File: config.mk
export PLATFORM = sky130hd
export DESIGN_NAME = bin_to_bcd_seq
export DESIGN_NICKNAME = d
export VERILOG_FILES = /design/src/rtl/bin_to_bcd_seq.sv
export SDC_FILE = /design/constraint.sdc
export NUM_CORES = 1
export LEC_CHECK = 0
export ABC_AREA = 1
export ABC_CLOCK_PERIOD_IN_PS = 1300
export BUFFER_PORTS_ARGS = -buffer_cell sky130_fd_sc_hd__buf_2
export CORE_ASPECT_RATIO = 2
export CORE_MARGIN = 2
export CORE_UTILIZATION = 51
export DETAILED_ROUTE_END_ITERATION = 10
export PLACE_DENSITY = 0.75
export SLEW_MARGIN = 30
export SYNTH_ARGS = -nofsm -noshare
export SYNTH_HDL_FRONTEND = slang
export SYNTH_SLANG_ARGS = --single-unit
export TNS_END_PERCENT = 100
File: constraint.sdc
create_clock -name Clock -period 1.3 [get_ports Clock]
set_input_delay 0.195 -clock Clock [delete_from_list [all_inputs] [get_ports Clock]]
set_output_delay 0.195 -clock Clock [all_outputs]
set_load 0.03 [all_outputs]
File: src/rtl/bin_to_bcd_seq.sv
// Sequential binary-to-BCD converter (shift-and-add-3), one bit per clock.
// Start/Busy/Done handshake; BCD/Overflow are held between conversions.
//
// state  | meaning
// -------+-------------------------------------------------------------
// S_IDLE | waiting for Start; outputs hold the last result
// S_CONV | one double-dabble iteration per clock, BIN_W clocks in total
module bin_to_bcd_seq #(
    parameter int BIN_W  = 8,
    parameter int DIGITS = 3
) (
    input  logic                  Clock,
    input  logic                  Resetn,
    input  logic                  Start,
    input  logic [BIN_W-1:0]      Bin,
    output logic                  Busy,
    output logic                  Done,
    output logic [4*DIGITS-1:0]   BCD,
    output logic                  Overflow
);

    localparam int CNT_W = (BIN_W > 1) ? $clog2(BIN_W) : 1;

    typedef enum logic {S_IDLE, S_CONV} state_t;

    state_t              state;
    logic [BIN_W-1:0]    shreg;
    logic [4*DIGITS-1:0] scratch;
    logic                ovf;
    logic [CNT_W-1:0]    count;

    logic [4*DIGITS-1:0] adj;
    logic [4*DIGITS-1:0] scratch_nxt;
    logic [BIN_W-1:0]    shreg_nxt;
    logic                ovf_nxt;

    // Add-3 is per digit with no carry between digits; the bit leaving the
    // top digit is the only evidence that the value no longer fits.
    always_comb begin
        adj = scratch;
        for (int k = 0; k < DIGITS; k++) begin
            if (scratch[4*k +: 4] >= 4'd5)
                adj[4*k +: 4] = scratch[4*k +: 4] + 4'd3;
        end
        scratch_nxt = {adj[4*DIGITS-2:0], shreg[BIN_W-1]};
        shreg_nxt   = shreg << 1;
        ovf_nxt     = ovf | adj[4*DIGITS-1];
    end

    always_ff @(posedge Clock or negedge Resetn) begin
        if (!Resetn) begin
            state    <= S_IDLE;
            shreg    <= '0;
            scratch  <= '0;
            ovf      <= 1'b0;
            count    <= '0;
            Busy     <= 1'b0;
            Done     <= 1'b0;
            BCD      <= '0;
            Overflow <= 1'b0;
        end else begin
            Done <= 1'b0;
            case (state)
                S_IDLE: begin
                    if (Start) begin
                        shreg   <= Bin;
                        scratch <= '0;
                        ovf     <= 1'b0;
                        count   <= CNT_W'(BIN_W - 1);
                        Busy    <= 1'b1;
                        state   <= S_CONV;
                    end
                end
                S_CONV: begin
                    shreg   <= shreg_nxt;
                    scratch <= scratch_nxt;
                    ovf     <= ovf_nxt;
                    if (count == '0) begin
                        BCD      <= scratch_nxt;
                        Overflow <= ovf_nxt;
                        Done     <= 1'b1;
                        Busy     <= 1'b0;
                        state    <= S_IDLE;
                    end else begin
                        count <= count - CNT_W'(1);
                    end
                end
                default: state <= S_IDLE;
            endcase
        end
    end

endmodule

# After elaboration in Yosys (flattened, before gate mapping)
# Index checks and enable logic that the tools add are counted.
# op_classes
n_addsub	4
order_cmp	3
n_eq_ne	3
n_mux	20
bitwise_logic	2
reduce_logical	4
# ops
op	n
$pmux W12 S2	1
$pmux W8 S2	1
$add A4 B2 Y4 const B	3
$ge A4 B3 Y1 const B	3
$mux W12	1
$mux W4	3
$mux W8	1
$mux W1	7
$mux W3	2
$pmux W1 S2	3
$pmux W3 S2	1
$reduce_and A2 Y1	3
$ne A2 B2 Y1 const B	2
$logic_not A3 Y1	1
$sub A3 B1 Y3 const B	1
$ne A2 B1 Y1 const B	1
$not A1 Y1	1
$or A1 B1 Y1	1
# word_totals
ff_bits	40
in_bits	11
output_inout_bits	15
word_cells	45

# Longest topological paths before layout
# Gate-level depths: netlist of the first run.
# depth
depth_word	4
depth_mapped	10
ltp_nobuf	10

# Worst setup path before layout of the first run
# No wires, ideal clock.
# synth_path
path_type	reg-to-reg
from	register scratch[0]
to	register scratch[1]
setup_ps	65
arrival_ps	1252
required_ps	1235
setup_slack_ps	-17
path_stages_with_launch	9
path_buffers	0
period_less_slack_ps	1317
cell_sequence	dfrtp_1 inv_1 ha_1 inv_1 o21ai_0 nand2_1 nand2_1 nand3_1 nand2_1
# synth_between
elab_chain_cells	3
word_cells_on_any_way	4
classes_between	add/sub (1); order compare (1); mux (2)
# synth_rtl
element	line	text
start, declared	28	logic [4*DIGITS-1:0] scratch;
start signal, assigned	76	scratch <= scratch_nxt;
$add A4 B2 Y4 / $ge A4 B3 Y1 (equally long branches)	43, 42	
$mux W4 *	42	if (scratch[4*k +: 4] >= 4'd5)
$pmux W12 S2 *	63	case (state)
# Mark *: on every way between the ends. The rest lies on a longest branch, timed or not.
# A chain may end at the register's enable or synchronous reset.

# Worst setup path after layout of the first run
# layout_path
from	register scratch[4]
to	register scratch[6]
# Same word-level chain as after synthesis.

==> metrics.cfg, run 1 <==
[critical_path]
critPathLaunchType = register
timing_worst_setup_path_type = reg2reg
worst_r2r_end = scratch[6]
startpoint = scratch[4]
timing.reg2reg.worst_path_depth = 8
critical_path.max_fanout = 4
setup.worst_path.end_class = register
regToRegSetupSlack_ns = -0.05
worstPathArrival_ns = 1.59
critical_path_required_ns = 1.54
rr_startpoint = scratch[4]

[sta]
hold_viol_final = 0
worst_slew_margin_rel_pct = 78.91
finalClockSkew_ns = 0.01157
number_of_max_slew_violations_in_the_final_report = 0
finalCriticalPeriod_ns = 1.352
final_critical_path_setup_slack_ns = -0.05235
tightestPinTransition_ns = 0.3130
final.period_utilization_pct = 104.0
final_hold_slack_ns = 0.09198
finalSetupViolations = 6
max_freq_mhz = 739.5
rsz0062_at_grt = true

[power]
static-leakage-power_nw = 1.304
vdd_drop_max_mv = 1.758
power.total_w = 0.007350
power.density_cell_area_nw_per_um2 = 2854

[drt]
vias = 1743
wirelength_um = 4852
post-route-drc-count = 0
drt-wirelength-per-cell_um = 14.79
drt-pass1-iter-count = 4
drt_first_iter_violations = 39
number_of_vias_per_cell = 5.314
detail-route-antenna-nets = 0

[logic_synthesis]
synth_simple_gate_area_share_pct = 27.18
ys_types = 22
post_synth_instance_area_um2 = 1906
synth_xor_xnor_area_share_pct = 0
syn_nets = 243
netlist_top_cells_count = 81 x sky130_fd_sc_hd__nand2_1, 40 x sky130_fd_sc_hd__dfrtp_1, 28 x sky130_fd_sc_hd__nand3_1, 23 x sky130_fd_sc_hd__inv_1, 15 x sky130_fd_sc_hd__o21ai_0
synth-seq-area-share_pct = 52.53
synthArstFlopShare_pct = 100.0
muxShareOfSynthArea_pct = 0
syn_avg_cell_area_um2 = 8.507
synthesized_area_fraction_occupied_by_ao_oa_aoi_and_oai_cells_pct = 8.470
yosys-top-cells-area = sky130_fd_sc_hd__dfrtp_1 53%, sky130_fd_sc_hd__nand2_1 16%, sky130_fd_sc_hd__nand3_1 7.4%
synthDominantAreaCellType = sky130_fd_sc_hd__dfrtp_1
synth_adder_area_share_pct = 5.253
ys_seq_elements = 40
yosys_warning_total = 0
synth_edf_count = 0
dominantRegCellSynth = sky130_fd_sc_hd__dfrtp_1
syn_inst = 224
yosys_top_cell_area_share_pct = 52.53
combinational_family_with_the_most_area_after_synthesis = simple AND/OR/NAND/NOR gates
post-synth-top-count-cell = sky130_fd_sc_hd__nand2_1

[placement]
finalWeightedCongestion = 0.8726
dpl.cell_count = 308
io_buffer_count = 25
detailed_place_hpwl_um = 2897
dpl_worst_slack_ns = -0.1024

[status]
violations = negative setup slack
run_status = finished, violations left

[global_route]
grt.total_usage_pct = 22.43
grt_max_degree = 41
antenna_found_initial = 0
grt_remaining_overflow = 0
grt_first_pass_wirelength_um = 7017
grt_pass1_vias = 1661

[die]
fp_rows = 31
die_outline_area_um2 = 4271
floorplan.die.height_um = 90.45
chipWidth_um = 47.22
floorplan.core_area_um2 = 3607
floorplan.initialDensity_pct = 52.83
io-pin-count = 26

[clock_tree]
cts_tree = built
worstSkewPairLatency_ns = 0.31
tritoncts.num_buffers = 5
cts_num_sinks = 40
cts.clk_slew.worst_paths_ns = 0.08
ctsRootBufferMaster = sky130_fd_sc_hd__clkbuf_8
cts.htree.levels = 2
clockBufferDepth = 2

[final_layout]
finish.cell_count_without_fillers = 328
antennaDiodeCount = 0
layout_net_count = 297
multiInputGateArea_um2 = 963.4
synthToLayoutAreaGrowth_pct = 35.13
regArea_um2 = 1003
final.fill_count = 267
layout-drive-gt1-share_pct = 39.78

[worst_hold_path]
min_path_type = in2reg
worst_hold_path_endpoint = shreg[3]
holdCritStartpoint = Bin[3]
hold_path_depth = 3

[run]
drv_cap = 0

-- routing by layer --
layer,global-route usage (%),share of wire (%)
met3,5.000,3.6
met4,11.11,3.2
met2,36.71,58
met5,0,0
met1,25.60,36
-- sequential cells by signal, summed over array words and instances, names as in the netlist --
register and count:
shreg 8, ovf 1, Overflow 1, Done 1, state 1, BCD 12
scratch 12, count 3, Busy 1
-- power breakdown --
group	switching (W)	internal [W]
Sequential	0.000459	0.00183
Combinational	0.00252	0.00165
Clock	0.000461	0.000430
-- cell families after synthesis --
group                      count (synthesis)
AOI/OAI and AO/OA                         29
adders and majority gates                  8
DFF                                       40
buffers and inverters                     29
and+or+nand+nor                          118
-- layout make-up --
class	count	share of cell area, %
Sequential cell	40	38.97
Multi-Input combinational cell	155	37.41
Timing Repair Buffer	52	13.75
Inverter	24	3.693
Clock buffer	6	3.207
Tap cell	49	2.381
Clock inverter	2	0.5831
-- stage by stage --
| stage | utilization [%] | TNS (ns) | cell area (um2) |
|---|---|---|---|
| floorplan | - | 0 | 1906 |
| global placement | 60.49 | -0.3304 | 2182 |
| detailed placement | 60.49 | -0.5515 | 2182 |
| CTS | 64.76 | -0.002025 | 2336 |
| global route | 71.38 | -1.045 | 2575 |
| finish | 71.38 | -0.1707 | 2575 |
-- layout by cell type, fill, tap and decap left out, types with 10 or more instances in the layout --
cell type and instances:
sky130_fd_sc_hd__buf_4 23, sky130_fd_sc_hd__inv_1 12, sky130_fd_sc_hd__dfrtp_1 38, sky130_fd_sc_hd__inv_2 10, sky130_fd_sc_hd__buf_2 25, sky130_fd_sc_hd__nand3_1 17, sky130_fd_sc_hd__nand2_1 68, sky130_fd_sc_hd__nand3_2 11
sky130_fd_sc_hd__o21ai_0 10, sky130_fd_sc_hd__nand2_2 13
-- worst max-delay path, stage by stage, from the launching register on --
cell and delay, ns:
sky130_fd_sc_hd__dfrtp_2 0.46, sky130_fd_sc_hd__inv_2 0.10, sky130_fd_sc_hd__ha_4 0.14, sky130_fd_sc_hd__inv_2 0.05, sky130_fd_sc_hd__o21ai_4 0.18, sky130_fd_sc_hd__nand2_2 0.12, sky130_fd_sc_hd__nand2_2 0.10, sky130_fd_sc_hd__nand3_1 0.07
sky130_fd_sc_hd__nand2_1 0.06
-- worst max-delay path by stage --
stage	end	slack, ns	cells past startpoint
after floorplan	scratch[1]	0.07	8
after global placement	scratch[5]	-0.07	8
after detailed placement	BCD[6]	-0.10	8
after CTS	BCD[6]	-0.002	8
after global routing	scratch[1]	-0.1	8
final	scratch[6]	-0.05	8
-- what timing repair did --
item / 4_1_cts / 5_1_grt
setup buffers: 2 / 9
pin swaps: 5 / 18
hold buffers: 1 / 0
gates resized for setup: 12 / 50
cloned: 0 / 0
hold endpoints to repair: 40 / 0
endpoints found under the setup margin: 20 / 27
Note: power is estimated with default switching activity, not from simulation.
==> run 2, diff against run 1 <==
--- a/config.mk
+++ b/config.mk
@@ -10,9 +10,8 @@
 export BUFFER_PORTS_ARGS = -buffer_cell sky130_fd_sc_hd__buf_2
 export CORE_ASPECT_RATIO = 2
 export CORE_MARGIN = 2
-export CORE_UTILIZATION = 51
+export CORE_UTILIZATION = 39
 export DETAILED_ROUTE_END_ITERATION = 10
-export PLACE_DENSITY = 0.75
 export SLEW_MARGIN = 30
 export SYNTH_ARGS = -nofsm -noshare
 export SYNTH_HDL_FRONTEND = slang
==> run 2 against run 1 <==
  * The run still ends with negative setup slack left
  * Clock power down 2%
  * Final cell count grew 2.1%
  * First-iteration DRC count up 18%
  * Worst hold slack improved by 0.0070 ns
  * Wire length decreased by 5.4%
  * Count of clock-buffer cells in the layout increased by 1
  * Core utilization decreased by 17 points
  * Critical path type unchanged
==> metrics.cfg, run 2 (same netlist as run 1, synthesis figures left out) <==
[status]
run_status = finished, violations left
violations = negative setup slack

[final_layout]
leading_registers_by_flop_count = BCD (12), scratch (12), shreg (8)
finish.cell_count_without_fillers = 335
postLayoutCellArea_um2 = 2575
most_common_library_cell_in_the_layout_ignoring_fill_and_taps = sky130_fd_sc_hd__nand2_1
utilization_pct = 53.93
synthToLayoutAreaGrowth_pct = 35.13
layout_net_count = 296
antennaDiodeCount = 0
layout-drive-gt1-share_pct = 39.21
final_cell_mix = 68 x sky130_fd_sc_hd__nand2_1, 39 x sky130_fd_sc_hd__dfrtp_1, 25 x sky130_fd_sc_hd__buf_2

[critical_path]
timing.reg2reg.worst_path_depth = 7
critical_path.max_fanout = 7
setup.worst_path.end_class = register
worstPathArrival_ns = 1.54
timing_worst_setup_path_type = reg2reg
critPathLaunchType = register
critical_path.cell_chain = inv_2 -> ha_4 -> nand2_4 -> nor2_8 -> nor2_4 -> buf_4 -> a31oi_1
cp_slowest_cell = sky130_fd_sc_hd__dfrtp_1
critical_path_required_ns = 1.52
peak_per_stage_delay_on_the_critical_path_ns = 0.39

[clock_tree]
cts.htree.levels = 2
tritoncts.num_buffers = 5
worstSkewPairLatency_ns = 0.30
cts.clk_slew.worst_paths_ns = 0.08
clockBufferDepth = 2
ctsRootBufferMaster = sky130_fd_sc_hd__clkbuf_8
cts_num_sinks = 40
cts_tree = built

[worst_hold_path]
min_path_type = in2reg
hold_path_depth = 3

[drt]
drt_first_iter_violations = 46
detail-route-antenna-nets = 0
vias = 1663
drt-pass1-iter-count = 4
drt-wirelength-per-cell_um = 13.70
post-route-drc-count = 0
number_of_vias_per_cell = 4.964
wirelength_um = 4590

[sta]
worst_slew_margin_rel_pct = 82.34
finalCriticalPeriod_ns = 1.316
final_hold_slack_ns = 0.09902
finalSetupViolations = 1
finalClockSkew_ns = 0.005326
number_of_max_slew_violations_in_the_final_report = 0
final.period_utilization_pct = 101.2
max_freq_mhz = 760.1
final_critical_path_setup_slack_ns = -0.01562
hold_viol_final = 0
tightestPinTransition_ns = 0.2646
rsz0062_at_grt = true

[die]
floorplan.core_area_um2 = 4775
die_outline_area_um2 = 5495
floorplan.initialDensity_pct = 39.91
floorplan.die.height_um = 102.9
io-pin-count = 26
chipWidth_um = 53.43
fp_rows = 36

[power]
power.density_cell_area_nw_per_um2 = 2823
vdd_drop_max_mv = 1.577
static-leakage-power_nw = 1.318
power.total_w = 0.007270

[global_route]
gr-usage-met2_pct = 28.30
met3_track_utilization_from_global_routing_pct = 4.203
grt_pass1_vias = 1580
grt.total_usage_pct = 17.42
antenna_found_initial = 0
most_crowded_layer_gr = met2
grt_remaining_overflow = 0
grtUsageMet1_pct = 21.73
grt_max_degree = 41
grt_first_pass_wirelength_um = 6969

[run]
drv_cap = 0

[placement]
post_dp_cell_area_um2 = 2190
detailed_place_hpwl_um = 2788
io_buffer_count = 25
dpl.cell_count = 314
finalWeightedCongestion = 0.8366

-- run 2: cell types whose count changed in the layout (fill, tap and decap cells not counted), sizes merged --
cell      delta
buf          -1
clkinvlp     -1
clkbuf       +1
-- run 2: where the power goes --
| part | switching [W] | leakage, nW | total, W | internal [W] |
|---|---|---|---|---|
| logic | 0.00249 | 0.778 | 0.00414 | 0.00166 |
| clock network | 0.000443 | 0.0445 | 0.000875 | 0.000431 |
| registers | 0.000425 | 0.495 | 0.00225 | 0.00183 |
-- run 2: final timing paths --
check	to	startpoint	slack, ns
worst min-delay path	shreg[3]	Bin[3]	0.1
worst min register to register	BCD[2]	BCD[2]	0.47
worst max register to register	count[1]	count[1]	-0.02
min in group asynchronous	shreg[7]	Resetn	0.40
max in group asynchronous	scratch[4]	Resetn	0.70
worst max-delay path	count[1]	count[1]	-0.02
-- run 2: worst max-delay path: cells and delay by family (launching register included) --
kind            cells  cell delay (ns)
flops               1             0.39
simple gates        3             0.31
buf+inv             2             0.23
compound gates      1             0.16
fa+ha+maj           1             0.15
-- run 2: timing repair --
item                                   in CTS  in global routing
resized for setup                           8                 52
endpoints found under the hold margin      40                  0
hold buffers                                1                  0
setup endpoints to repair                  12                 26
gates cloned                                0                  0
pin swaps                                   5                 20
setup buffers                               3                  9
-- run 2: through the flow --
step,TNS (ns),setup WS (ns)
floorplan,0,0.06752
global placement,-0.3240,-0.07136
detailed placement,-0.4977,-0.09453
CTS,0,0.001666
global route,-0.7010,-0.06920
finish,-0.01562,-0.01562
-- run 2: routing by layer --
layer / up-vias / part of all wire (%)
li1: 824 / -
met4: 0 / 1.8
met3: 8 / 3.9
met5: - / 0
met2: 39 / 52
met1: 792 / 42
-- run 2: area by class of cell --
cell class,instances,area (um2)
fillers,456,2200
well taps,57,71.32
repair buffers,51,351.6
clock inverters,1,7.507
inverters,24,95.09
clock buffers,7,86.33
flip-flops and latches,40,1002
multi-input cells,155,960.9
==> run 3, diff against run 2 <==
--- a/config.mk
+++ b/config.mk
@@ -12,8 +12,9 @@
 export CORE_MARGIN = 2
 export CORE_UTILIZATION = 39
 export DETAILED_ROUTE_END_ITERATION = 10
+export RECOVER_POWER = 100
 export SLEW_MARGIN = 30
 export SYNTH_ARGS = -nofsm -noshare
 export SYNTH_HDL_FRONTEND = slang
 export SYNTH_SLANG_ARGS = --single-unit
-export TNS_END_PERCENT = 100
+export TNS_END_PERCENT = 10
==> run 3 against run 2 <==
  * Highest routed layer unchanged
  * First-iteration DRC count is 4.3% lower
  * Sequential share of layout area is 2.3 points higher
  * Via count down 2.3%
  * Clock power up 15%
  * Combinational power fell by 12%
  * Setup slack got worse by 0.014 ns
  * Register-to-register slack is essentially flat
  * Wire length shrank 2.6%
  * Largest power group unchanged
  * The run still ends with negative setup slack left
  * Final area decreased by 5.6%
  * Largest cell class unchanged
==> metrics.cfg, run 3 (same netlist as run 1, synthesis figures left out) <==
[status]
run_status = finished, violations left
violations = negative setup slack

[run]
drv_cap = 0

[critical_path]
cp-endpoint = BCD[5]
timing.reg2reg.worst_path_depth = 8
critical_path_required_ns = 1.54
worst_r2r_end = BCD[5]
setup.worst_path.end_class = register
regToRegSetupSlack_ns = -0.03
critical_path.max_fanout = 4
worstPathArrival_ns = 1.57
startpoint = scratch[4]
rr_startpoint = scratch[4]
critPathLaunchType = register
timing_worst_setup_path_type = reg2reg

[power]
power.internal_w = 0.003743
power.total_w = 0.006887
pwr-share-clk_pct = 14.7
gate_power_share_pct = 52.8
seqPwrFrac_pct = 32.4
p_switching_w = 0.003144
static-leakage-power_nw = 1.228
power.density_cell_area_nw_per_um2 = 2834
vdd_drop_max_mv = 1.514
power.share.switching_pct = 45.65

[sta]
hold_viol_final = 0
tightestPinTransition_ns = 0.5611
final_critical_path_setup_slack_ns = -0.02952
finalCriticalPeriod_ns = 1.330
worst_slew_margin_rel_pct = 62.59
rsz0062_at_grt = true
max_freq_mhz = 752.2
final.period_utilization_pct = 102.3
number_of_max_slew_violations_in_the_final_report = 0
finalClockSkew_ns = 0.006045
finalSetupViolations = 4

[drt]
drt-pass1-iter-count = 4
number_of_vias_per_cell = 4.951
vias = 1624
drt-wirelength-per-cell_um = 13.63
detail-route-antenna-nets = 0
drt_first_iter_violations = 44
post-route-drc-count = 0
wirelength_um = 4469

[final_layout]
layout_net_count = 289
final_cell_mix = 73 x sky130_fd_sc_hd__nand2_1, 39 x sky130_fd_sc_hd__dfrtp_1, 22 x sky130_fd_sc_hd__nand3_1
postLayoutCellArea_um2 = 2430
antennaDiodeCount = 0
leading_registers_by_flop_count = BCD (12), scratch (12), shreg (8)
most_common_library_cell_in_the_layout_ignoring_fill_and_taps = sky130_fd_sc_hd__nand2_1
synthToLayoutAreaGrowth_pct = 27.51
layout-drive-gt1-share_pct = 25.83

[die]
die_outline_area_um2 = 5495
floorplan.core_area_um2 = 4775
fp_rows = 36
chipWidth_um = 53.43
floorplan.initialDensity_pct = 39.91
io-pin-count = 26
floorplan.die.height_um = 102.9

[placement]
post_dp_cell_area_um2 = 2197
detailed_place_hpwl_um = 2916
io_buffer_count = 25
finalWeightedCongestion = 0.8308

[global_route]
grt_pass1_vias = 1558
grt.total_usage_pct = 18.52
grt_remaining_overflow = 0
antenna_found_initial = 0
grt_max_degree = 41
grt_first_pass_wirelength_um = 7265

[clock_tree]
ctsRootBufferMaster = sky130_fd_sc_hd__clkbuf_8
clockBufferDepth = 2
cts_tree = built
tritoncts.num_buffers = 5
worstSkewPairLatency_ns = 0.29
cts.clk_slew.worst_paths_ns = 0.08
cts.htree.levels = 2
cts_num_sinks = 40

[worst_hold_path]
min_path_type = in2reg

[run 3: changes by cell type in the layout (fill, tap and decap cells not counted), sizes merged]
cell / delta
bufinv: +1
buf: -23
clkinvlp: -1
clkbuf: +15
clkinv: +1
[run 3: how the worst min path moves through the flow]
stage / endpoint / start / cells after the start / slack (ns)
finish: shreg[3] / Bin[3] / 3 / 0.10
global route: shreg[3] / Bin[3] / 3 / 0.11
floorplan: BCD[0] / Resetn / 0 / -0.10
CTS: shreg[3] / Bin[3] / 3 / 0.09
global placement: shreg[6] / Resetn / 2 / 0.18
detailed placement: shreg[7] / Resetn / 2 / 0.18
[run 3: timing repair]
| item | CTS | global route |
|---|---|---|
| hold buffers | 1 | 0 |
| resized for setup | 5 | 34 |
| pin swaps | 1 | 11 |
| setup buffers | 0 | 4 |
| endpoints found under the hold margin | 40 | 0 |
| setup endpoints to repair | 17 | 22 |
[run 3: metrics by stage]
step	TNS [ns]	cells	hold WS, ns	setup slack (ns)	utilization [%]
6_report	-0.06746	328	0.1016	-0.02952	50.89
5_1_grt	-1.141	328	0.1088	-0.1141	50.89
4_1_cts	-0.05223	324	0.09337	-0.01563	48.69
3_5_place_dp	-1.166	315	0.1825	-0.1857	46.02
3_3_place_gp	-0.2554	315	0.1831	-0.05019	46.02
2_1_floorplan	-0.02114	224	-0.1006	-0.01082	-
[run 3: power groups by stage]
stage / clock network (W) / logic (W) / registers (W)
after floorplan: 0 / 0.00183 / 0.00257
after detailed placement: 0 / 0.00318 / 0.00222
final: 0.00101 / 0.00364 / 0.00223
after global placement: 0 / 0.00309 / 0.00220
after CTS: 0.00105 / 0.00323 / 0.00221
after global routing: 0.00110 / 0.00410 / 0.00231
[run 3: layout make-up]
type                       count  area (um2)
fill                         486        2345
sequential                    40        1002
multi-input combinational    155       889.6
timing repair buffer          44       264.0
inverter                      24       95.09
clock buffer                   6       72.57
tap                           57       71.32
clock inverter                 2       35.03
[run 3: critical path, stage by stage (launching register included)]
cell and delay, ns:
sky130_fd_sc_hd__dfrtp_2 0.44, sky130_fd_sc_hd__inv_2 0.09, sky130_fd_sc_hd__ha_4 0.15, sky130_fd_sc_hd__inv_4 0.04, sky130_fd_sc_hd__o21ai_4 0.22, sky130_fd_sc_hd__nand2_4 0.11
sky130_fd_sc_hd__nand2_4 0.09, sky130_fd_sc_hd__nand3_1 0.07, sky130_fd_sc_hd__nand2_1 0.06
[run 3: per-layer routing]
metal / part of all wire (%) / vias to the layer above / routed length [um] / track usage (%)
met4: 2.4 / 0 / 107 / 9.467
met3: 3.8 / 9 / 172 / 3.478
met5: 0 / - / 0 / 0
met2: 49 / 36 / 2195 / 28.77
li1: - / 813 / - / -
met1: 45 / 766 / 1993 / 24.11
